### src/rtl/noc_flit_pkg.sv
// noc_flit_pkg: flit encoding, field positions, error flag indices and node index helper
package noc_flit_pkg;
  localparam logic [1:0] FLIT_ILLEGAL = 2'b00;
  localparam logic [1:0] FLIT_HEAD    = 2'b01;
  localparam logic [1:0] FLIT_BODY    = 2'b10;
  localparam logic [1:0] FLIT_TAIL    = 2'b11;

  localparam int TYPE_HI = 31, TYPE_LO = 30;
  localparam int PRIO_HI = 29, PRIO_LO = 28;
  localparam int MSG_HI  = 27, MSG_LO  = 16;
  localparam int SRCX_HI = 15, SRCX_LO = 12;
  localparam int SRCY_HI = 11, SRCY_LO = 8;
  localparam int DSTX_HI = 7,  DSTX_LO = 4;
  localparam int DSTY_HI = 3,  DSTY_LO = 0;

  localparam int ERR_FRAME = 0;
  localparam int ERR_DEST  = 1;
  localparam int ERR_MSG   = 2;
  localparam int ERR_LEN   = 3;

  typedef enum logic {S_IDLE, S_IN_PKT} sink_state_e;

  function automatic int unsigned node_idx(input logic [3:0] x, input logic [3:0] y,
                                           input int unsigned dim);
    return 32'(y) * dim + 32'(x);
  endfunction
endpackage

### src/rtl/noc_stall_lfsr.sv
// noc_stall_lfsr: 16-bit Fibonacci LFSR (taps 16,14,13,11) giving ~75% ready duty
module noc_stall_lfsr (
  input  logic clk,
  input  logic rst,
  output logic ready_o
);
  logic [15:0] lfsr_q;
  // advance every cycle; restarts from the fixed seed on reset
  always_ff @(posedge clk or negedge rst)
    if (!rst) lfsr_q <= 16'hACE1;
    else      lfsr_q <= {lfsr_q[14:0], lfsr_q[15] ^ lfsr_q[13] ^ lfsr_q[12] ^ lfsr_q[10]};
  assign ready_o = lfsr_q[1:0] != 2'b00;
endmodule

### src/rtl/node_packet_sink.sv
// node_packet_sink: router ejection consumer with framing/dest/msg-id/length checks and stats; NODE_SINK_STALL_LFSR_EN adds random backpressure
module node_packet_sink
  import noc_flit_pkg::*;
#(
  parameter int ID             = 0,
  parameter int DIM            = 3,
  parameter int FlitsPerPacket = 16,
  parameter int CNT_W          = 32
) (
  input  logic             clk,
  input  logic             rst,
  input  logic [31:0]      data_out,
  input  logic             valid_out,
  output logic             ready_out,
  input  logic             clr_stats,
  output logic [CNT_W-1:0] pkt_count,
  output logic [CNT_W-1:0] flit_count,
  output logic [CNT_W-1:0] err_count,
  output logic [3:0]       err_flags,
  output logic [11:0]      last_msg_id,
  output logic [7:0]       last_src,
  output logic [CNT_W-1:0] last_time,
  output logic             pkt_done
);
  localparam int unsigned ID_U  = ID;
  localparam int unsigned DIM_U = DIM;
  localparam int unsigned FPP_U = FlitsPerPacket;
  localparam int LEN_W = $clog2(FlitsPerPacket + 1) + 1;

  sink_state_e      state_q;
  logic [11:0]      msg_q, last_msg_q;
  logic [LEN_W-1:0] cnt_q, cnt_inc;
  logic [CNT_W-1:0] pkt_q, flit_q, err_q, cyc_q, last_time_q;
  logic [3:0]       flags_q, flit_err;
  logic [7:0]       last_src_q, src;
  logic [1:0]       typ;
  logic [11:0]      msg;
  logic             ready_q, ready_d, pkt_done_q, acc, in_pkt, tail_done, unused_prio;

`ifdef NODE_SINK_STALL_LFSR_EN
  noc_stall_lfsr u_stall (.clk(clk), .rst(rst), .ready_o(ready_d));
`else
  assign ready_d = 1'b1;
`endif

  assign typ         = data_out[TYPE_HI:TYPE_LO];
  assign msg         = data_out[MSG_HI:MSG_LO];
  assign unused_prio = ^data_out[PRIO_HI:PRIO_LO];
  assign src         = 8'(node_idx(data_out[SRCX_HI:SRCX_LO], data_out[SRCY_HI:SRCY_LO], DIM_U));
  assign acc         = valid_out & ready_q;
  assign in_pkt      = state_q == S_IN_PKT;
  assign tail_done   = in_pkt & (typ == FLIT_TAIL);
  assign cnt_inc     = (cnt_q == '1) ? cnt_q : cnt_q + 1'b1;

  // per-flit check results; only meaningful when the flit is accepted
  always_comb begin
    flit_err            = '0;
    flit_err[ERR_FRAME] = in_pkt ? (typ == FLIT_HEAD || typ == FLIT_ILLEGAL) : (typ != FLIT_HEAD);
    flit_err[ERR_DEST]  = node_idx(data_out[DSTX_HI:DSTX_LO], data_out[DSTY_HI:DSTY_LO], DIM_U) != ID_U;
    flit_err[ERR_MSG]   = in_pkt & typ[1] & (msg != msg_q);
    flit_err[ERR_LEN]   = in_pkt & ((typ == FLIT_BODY && 32'(cnt_inc) >= FPP_U) ||
                                    (typ == FLIT_TAIL && 32'(cnt_inc) != FPP_U));
  end

  // registered ready: low in reset, rises on the first edge after release
  always_ff @(posedge clk or negedge rst)
    if (!rst) ready_q <= 1'b0;
    else      ready_q <= ready_d;

  // packet framing FSM; a head always (re)starts a packet, a tail in a packet ends it
  always_ff @(posedge clk or negedge rst)
    if (!rst) begin
      state_q <= S_IDLE;
      msg_q   <= '0;
      cnt_q   <= '0;
    end else if (acc) begin
      if (typ == FLIT_HEAD) begin
        state_q <= S_IN_PKT;
        msg_q   <= msg;
        cnt_q   <= LEN_W'(1);
      end else if (tail_done) begin
        state_q <= S_IDLE;
        cnt_q   <= cnt_inc;
      end else if (in_pkt && typ == FLIT_BODY) begin
        cnt_q   <= cnt_inc;
      end
    end

  // statistics, sticky flags and last completed packet record; clr_stats beats a same-cycle accept
  always_ff @(posedge clk or negedge rst)
    if (!rst) begin
      cyc_q       <= '0;
      pkt_q       <= '0;
      flit_q      <= '0;
      err_q       <= '0;
      flags_q     <= '0;
      last_msg_q  <= '0;
      last_src_q  <= '0;
      last_time_q <= '0;
      pkt_done_q  <= 1'b0;
    end else begin
      cyc_q      <= cyc_q + 1'b1;
      pkt_done_q <= acc & tail_done;
      if (acc && tail_done) begin
        last_msg_q  <= msg_q;
        last_src_q  <= src;
        last_time_q <= cyc_q;
      end
      if (clr_stats) begin
        pkt_q   <= '0;
        flit_q  <= '0;
        err_q   <= '0;
        flags_q <= '0;
      end else if (acc) begin
        pkt_q   <= pkt_q + CNT_W'(tail_done);
        flit_q  <= flit_q + 1'b1;
        err_q   <= err_q + CNT_W'(|flit_err);
        flags_q <= flags_q | flit_err;
      end
    end

  assign ready_out   = ready_q;
  assign pkt_count   = pkt_q;
  assign flit_count  = flit_q;
  assign err_count   = err_q;
  assign err_flags   = flags_q;
  assign last_msg_id = last_msg_q;
  assign last_src    = last_src_q;
  assign last_time   = last_time_q;
  assign pkt_done    = pkt_done_q;
endmodule

### config.mk
export PLATFORM = sky130hd
export DESIGN_NAME = node_packet_sink
export DESIGN_NICKNAME = d
export VERILOG_FILES = /design/src/rtl/noc_flit_pkg.sv /design/src/rtl/noc_stall_lfsr.sv /design/src/rtl/node_packet_sink.sv
export SDC_FILE = /design/constraint.sdc
export NUM_CORES = 1
export LEC_CHECK = 0
export CAP_MARGIN = 40
export CORE_MARGIN = 4
export CORE_UTILIZATION = 25
export CTS_CLUSTER_DIAMETER = 30
export CTS_CLUSTER_SIZE = 14
export DETAILED_ROUTE_END_ITERATION = 12
export DONT_BUFFER_PORTS = 1
export PLACE_DENSITY = 0.35
export SYNTH_ARGS = -nofsm -noshare
export SYNTH_HDL_FRONTEND = slang
export SYNTH_HIERARCHICAL = 1
export SYNTH_SLANG_ARGS = --single-unit
### constraint.sdc
create_clock -name clk -period 4.9 [get_ports clk]
set_clock_uncertainty 0.1 [all_clocks]
set_input_delay 0.49 -clock clk [delete_from_list [all_inputs] [get_ports clk]]
set_output_delay 0.49 -clock clk [all_outputs]
set_load 0.05 [all_outputs]
# Yosys cells after proc, flatten, opt, wreduce, memory -nomap -nowiden

Index checks and enable logic that the tools add are counted.

Input port bits: 36
Register bits after elaboration: 205
Output and inout port bits: 154

Add/sub/neg operators: 7
Order comparisons: 1
Eq/ne operators: 7
Reduce and logical (&&, ||, !) cells: 15
Bitwise gates (word level): 7
Mux-type cells: 15
$mul: 2

Operators by type and width:

| kind                                                                                | count |
|---|---|
| 32-bit 2-to-1 mux                                                                   | 6 |
| 32-bit by 1-bit adder with 32-bit output                                            | 2 |
| 32-bit by 1-bit adder with 32-bit output, second input constant                     | 2 |
| 32-bit nonzero test                                                                 | 1 |
| 6-bit 2-to-1 mux                                                                    | 4 |
| 6-bit by 4-bit adder with 7-bit output                                              | 2 |
| 4-bit by 2-bit multiplier with 6-bit output, second input constant                  | 2 |
| 12-bit != test                                                                      | 1 |
| 4-bit 2-to-1 mux                                                                    | 2 |
| 6-bit by 1-bit adder with 6-bit output, second input constant                       | 1 |
| 1-bit bitwise AND                                                                   | 6 |
| 6-bit == test, second input constant                                                | 1 |
| 6-bit by 5-bit greater-or-equal comparator with 1-bit output, second input constant | 1 |
| 6-bit by 5-bit != test with 1-bit output, second input constant                     | 1 |
| 2-bit AND reduction                                                                 | 3 |
| 2-bit == test, second input constant                                                | 2 |
| 1-bit logical AND                                                                   | 4 |
| 4-bit bitwise OR                                                                    | 1 |
| 2-bit nonzero test                                                                  | 2 |
| 4-bit OR reduction                                                                  | 1 |
| 1-bit 2-to-1 mux                                                                    | 3 |
| 3-bit nonzero test                                                                  | 1 |
| 2-bit by 1-bit == test with 1-bit output, second input constant                     | 1 |
| 2-bit zero test                                                                     | 1 |
| 2 further kinds                                                                     | 3 |

# Longest topological paths before layout

Word-level depth: 10
Gate-level depth with buffers: 15

# Least setup slack after synthesis

OpenSTA, ideal clock, no wires.

Kind: input port to flip-flop
Start point: input port data_out[0]
End point: register err_q[26], in the netlist err_count[26]
Slack: 1.252 ns
Arrival: 3.470 ns
Required time: 4.722 ns
Path buffers: 0
Library setup time: 0.078 ns
Stages on the path: 15
Cells stage by stage: fa_1 > ha_1 > inv_1 > fa_1 > nor2_1 > a31oi_1 > nor4b_1 > o211ai_1 > ha_1 > ha_1 > and3_1 > o2111a_1 > and2_1 > a31o_2 > a21oi_1

Word-level cells in the longest chain between the ends: 7

RTL lines:

| element                                     | RTL line                | text |
|---|---|---|
| start, declared                             | node_packet_sink.sv:12  | `input logic [31:0] data_out,` |
| 4-bit by 2-bit multiplier with 6-bit output | noc_flit_pkg.sv:25      | `return 32'(y) * dim + 32'(x);` |
| 6-bit by 4-bit adder with 7-bit output      | noc_flit_pkg.sv:25      |  |
| 32-bit nonzero test                         | node_packet_sink.sv:59  | `flit_err[ERR_DEST] = node_idx(data_out[DSTX_HI:DSTX_LO], data_out[DSTY_HI:DSTY_LO], DIM_U) != ID_U;` |
| 4-bit OR reduction                          | node_packet_sink.sv:117 | `err_q <= err_q + CNT_W'(\|flit_err);` |
| 32-bit by 1-bit adder with 32-bit output    | node_packet_sink.sv:117 |  |
| 32-bit 2-to-1 mux                           | node_packet_sink.sv:114 | `end else if (acc) begin` |
| 32-bit 2-to-1 mux                           | node_packet_sink.sv:109 | `if (clr_stats) begin` |
| end signal, assigned                        | node_packet_sink.sv:117 |  |
| end, declared                               | node_packet_sink.sv:33  | `logic [CNT_W-1:0] pkt_q, flit_q, err_q, cyc_q, last_time_q;` |

Every way passes these cells. The select of a mux whose other input is x is not followed.
A chain may end at the register's enable or synchronous reset.

# Final worst setup path

Ends and elaborated chain as after synthesis.

==> parameters.txt <==
Parameter                              Value

Min path
  Worst min-delay path category ... primary input to async pin

Outcome
  Violated checks ... hold timing
  Run status ... finished with violations

STA
  Final TNS setup ... 0 ns
  FMAX ... 283 MHz
  RSZ-0062 raised after global routing ... false
  Fin worst setup slack ... between 1 and 1.5 ns
  Actual slew at the worst max-slew pin ... 0.764 ns
  Final clock period utilization by the worst path ... 72.2%
  Setup Viol. Count Final ... 0
  Fin. Hold Viols ... ~200
  Worst hold margin ... -0.448 ns
  Fin crit period ... 3.54 ns
  Slew HR ... 48.9%
  Max-slew violation count ... 0

Floorplan
  Overall die height ... roughly 210 microns
  Initial standard-cell utilization of the core ... 25.3%
  Ports placed on the boundary ... 190
  Core outline area ... roughly 39,000 sq um
  Number of core rows ... 72
  Area of the die ... around 42,000 sq um
  Chip Width ... 206 microns

Setup path
  Worst Path Max Fanout ... 7
  Gate family responsible for the most delay along the worst path ... adder cells
  Arrival time reported for the critical path endpoint ... 3.90 ns
  Cell repeated most along the worst path ... ha_1
  Crit path cell chain ... fa_1 -> ha_1 -> inv_1 -> fa_1 -> nor2_1 -> a31oi_1 -> nor4b_1 -> o211ai_1 -> ha_1 -> ha_1 -> and3_1 -> o2111a_1 -> and2_1 -> a31o_2 -> a21oi_1
  Kind of start point of the critical path ... primary input
  Critical path type ... primary input to flip-flop
  Data required time of the critical path ... about 5.3 ns
  Slowest library cell on the worst path ... fa_1
  CP endpoint kind ... flip-flop
  Worst path buffer plus inverter count ... 1
  Worst path max stage delay ... ~0.54 ns

Layout
  Total Nets Final ... ~1,100
  Layout cell share with drive strength beyond 1 ... a little over an eighth
  Filler cell count ... 3,936
  Inserted Diodes ... 0
  Area growth from synthesis to layout ... 30.7%

Yosys
  Seq cells post-synth ... 203
  XOR/XNOR Fraction of Synth Area ... 9.86%
  Dominant combinational cell family by area after synthesis ... simple AND/OR/NAND/NOR gates
  Area share of the leading cell type in the synthesized netlist ... 52.0%
  Main flop type after synthesis ... dfrtp_1
  Synthesized-area fraction occupied by adder cells ... 3.82%
  Share of synthesized cell area in and, or, nand and nor gates ... between 20% and 30%
  Cell area after technology mapping ... 9770 sq um
  Count of unique library cells instantiated by Yosys ... 52
  Sequential element share of the synthesized area ... 52.0%
  Number of flops mapped to enable cells by yosys ... 0
  FFs w/ async S/R, synth ... 100%
  Per-instance average area after synthesis ... 9.72 sq um
  Compound-gate portion of the synthesized area ... 5.35%
  Leading area contributor after synthesis ... dfrtp_1
  Total number of yosys warnings ... 6
  Gate Count Post-Synth ... 1,005
  Leading post-synthesis cells by cell area ... dfrtp_1, nand2_1, xnor2_1
  Multiplexer share of the synthesized area ... between 1 and 1.5%

Routing
  Drt initial violations ... 336
  Per-cell via count in the routed design ... 4.54
  Via count ... 7,389
  DRC violations left ... 0
  Drt total wl ... 27,200 microns
  Detailed-routing iteration count for the pre-antenna-repair pass ... 4
  Routed length per instance ... 16.7 microns
  DRT antenna net count ... 0

Clock network
  Setup bufs post-CTS ... 0
  Clock Latency Late Sink ... 0.55 ns
  CTS H-Tree Depth ... 3
  Clock tree root driver cell ... clkbuf_16
  Clk pin slew, worst setup/hold paths ... around 0.04 ns
  TritonCTS clock tree ... yes
  Number of instances resized during post-cts repair ... 0
  Sink count of the clock tree ... 203
  Inserted Clock Buffers ... 70
  Maximum clock path buffer count ... 3
  Hold-fix buffer count after cts ... 13

Power and ir drop
  Power density over the cells ... 520 nW/um^2
  Pleak ... 5.63 nW
  Part of the power in registers ... 33.1%
  Fraction of power consumed by combinational cells ... 4.2%
  Tot Pwr ... 0.00664 W
  Highest ir drop seen on vdd ... between 200 and 300 uV
  Pint ... 0.00491 W
  Switching Fraction ... 26.0%
  Switching component of the power ... roughly 0.0017 W
  Clk pwr share ... 62.6%

Global route
  Remaining global-route overflow ... 0
  First-pass GRT wire length ... 44,000 microns
  Number of global-route vias before repair ... approximately 8,000
  Pin count of the biggest net entering global routing ... 204
  Initial antenna violation count ... 0
  Total GRT Usage ... 13.0%

Place
  Placer's final routability congestion estimate ... 0.713
  Dpl ws ... ~0.8 ns
  Post-detailed-placement half-perimeter wirelength ... 17,300 microns
  Count of buffers from port buffering ... 0

Job
  Number of max-cap violations ... 0
[cell families (layout without fill, tap and decap cells)]
group / Yosys count / after routing
AOI/OAI and AO/OA: 92 / 92
xor gates and xnor gates: 110 / 110
adders and majority gates: 25 / 25
buffers and inverters: 69 / 174
DFF: 203 / 203
muxes: 13 / 13
other: 2 / 3
and+or+nand+nor: 491 / 491
[layout by cell type, fill, tap and decap left out, drive strengths merged, types with 35 or more instances in the layout]
cell,synthesis,layout
o21ai,39,39
dfrtp,203,203
nand3,42,42
xnor2,65,65
nor2,80,80
nand2,204,204
a21oi,35,35
xor2,45,45
clkbuf,33,105
[flip-flops by register name, indices dropped and copies added (netlist names)]
register and flops:
cyc_q 32, err_count 32, flit_count 32, last_time 32
pkt_count 32, last_msg_id 12, msg_q 12, cnt_q 6
last_src 6, err_flags 4, in_pkt 1, pkt_done 1
ready_out 1
[synth_stat cells, types with 2 or more instances]
cell and number:
nand2_1 204, dfrtp_1 203, nor2_1 80, xnor2_1 65, xor2_1 45, nand3_1 39, o21ai_0 39, a21oi_1 35
clkbuf_1 33, inv_1 30, nand4_1 30, or3_1 24, nor4_1 22, nor3_1 21, and3_1 19, ha_1 17
and4_1 15, mux2_2 12, and2_1 8, fa_1 8, or2_2 5, or4_1 5, nor2b_1 4, a21o_1 3
buf_4 3, nand3_2 3, a31oi_1 2, buf_1 2, conb_1 2, nand4_4 2, nor3b_1 2, o211ai_1 2
o21ba_2 2
[power groups by stage]
| stage | registers (W) | clock network [W] | logic [W] |
|---|---|---|---|
| CTS | 0.00220 | 0.00428 | 0.000291 |
| floorplan | 0.00217 | 0 | 0.000234 |
| detailed placement | 0.00222 | 0 | 0.000265 |
| finish | 0.00220 | 0.00416 | 0.000282 |
| global placement | 0.00222 | 0 | 0.000258 |
| global route | 0.00222 | 0.00438 | 0.000334 |
[metrics by stage]
stage	area (sq um)	cells	hold slack, ns	util [%]
after detailed placement	10400	1493	0.101	26.8
after floorplan	9770	1006	0.0944	-
final	12800	1629	-0.448	33.0
after global placement	10300	1491	0.0999	26.7
after CTS	12800	1629	-0.493	33.0
after global routing	12800	1629	-0.482	33.0
[worst reg2reg max path, stage by stage, from the launching register on]
cell and delay, ns:
dfrtp_1 0.47, ha_1 0.34, nand3_1 0.17, o32ai_1 0.35, nor3_1 0.10, o211ai_1 0.21, ha_1 0.23, nand4_1 0.60
nor4_1 0.54, xnor2_1 0.17, nor2_1 0.05
[per-layer routing]
layer | GRT usage [%] | up-vias | share of wire (%)
li1 | - | 3564 | -
met1 | 16.4 | 3559 | 44
met2 | 19.1 | 206 | 44
met3 | 5.86 | 60 | 9.7
met4 | 5.93 | 0 | 2.7
met5 | 0 | - | 0
[worst paths after layout]
kind                              startpoint       endpoint  slack (ns)  cells past startpoint
max in group asynchronous                rst   last_time[9]        4.80                      0
worst min register to register     cyc_q[31]      cyc_q[31]        0.38                      1
min in group clk                data_out[31]       cnt_q[4]        0.06                      2
worst max-delay path             data_out[0]  err_count[26]        1.36                     15
worst min-delay path                     rst  err_count[17]       -0.45                      0
worst max register to register      cnt_q[0]  err_count[27]        1.43                     10
[cell type report]
type | instances | area [sq um] | share of cell area (%)
Sequential cell | 203 | 5080 | 39.8
Multi-Input combinational cell | 734 | 4420 | 34.7
Clock buffer | 105 | 2120 | 16.6
Tap cell | 518 | 648 | 5.08
Timing Repair Buffer | 21 | 235 | 1.84
Clock inverter | 18 | 148 | 1.16
Inverter | 30 | 113 | 0.882
No activity file was read; power rests on OpenSTA's default activity.
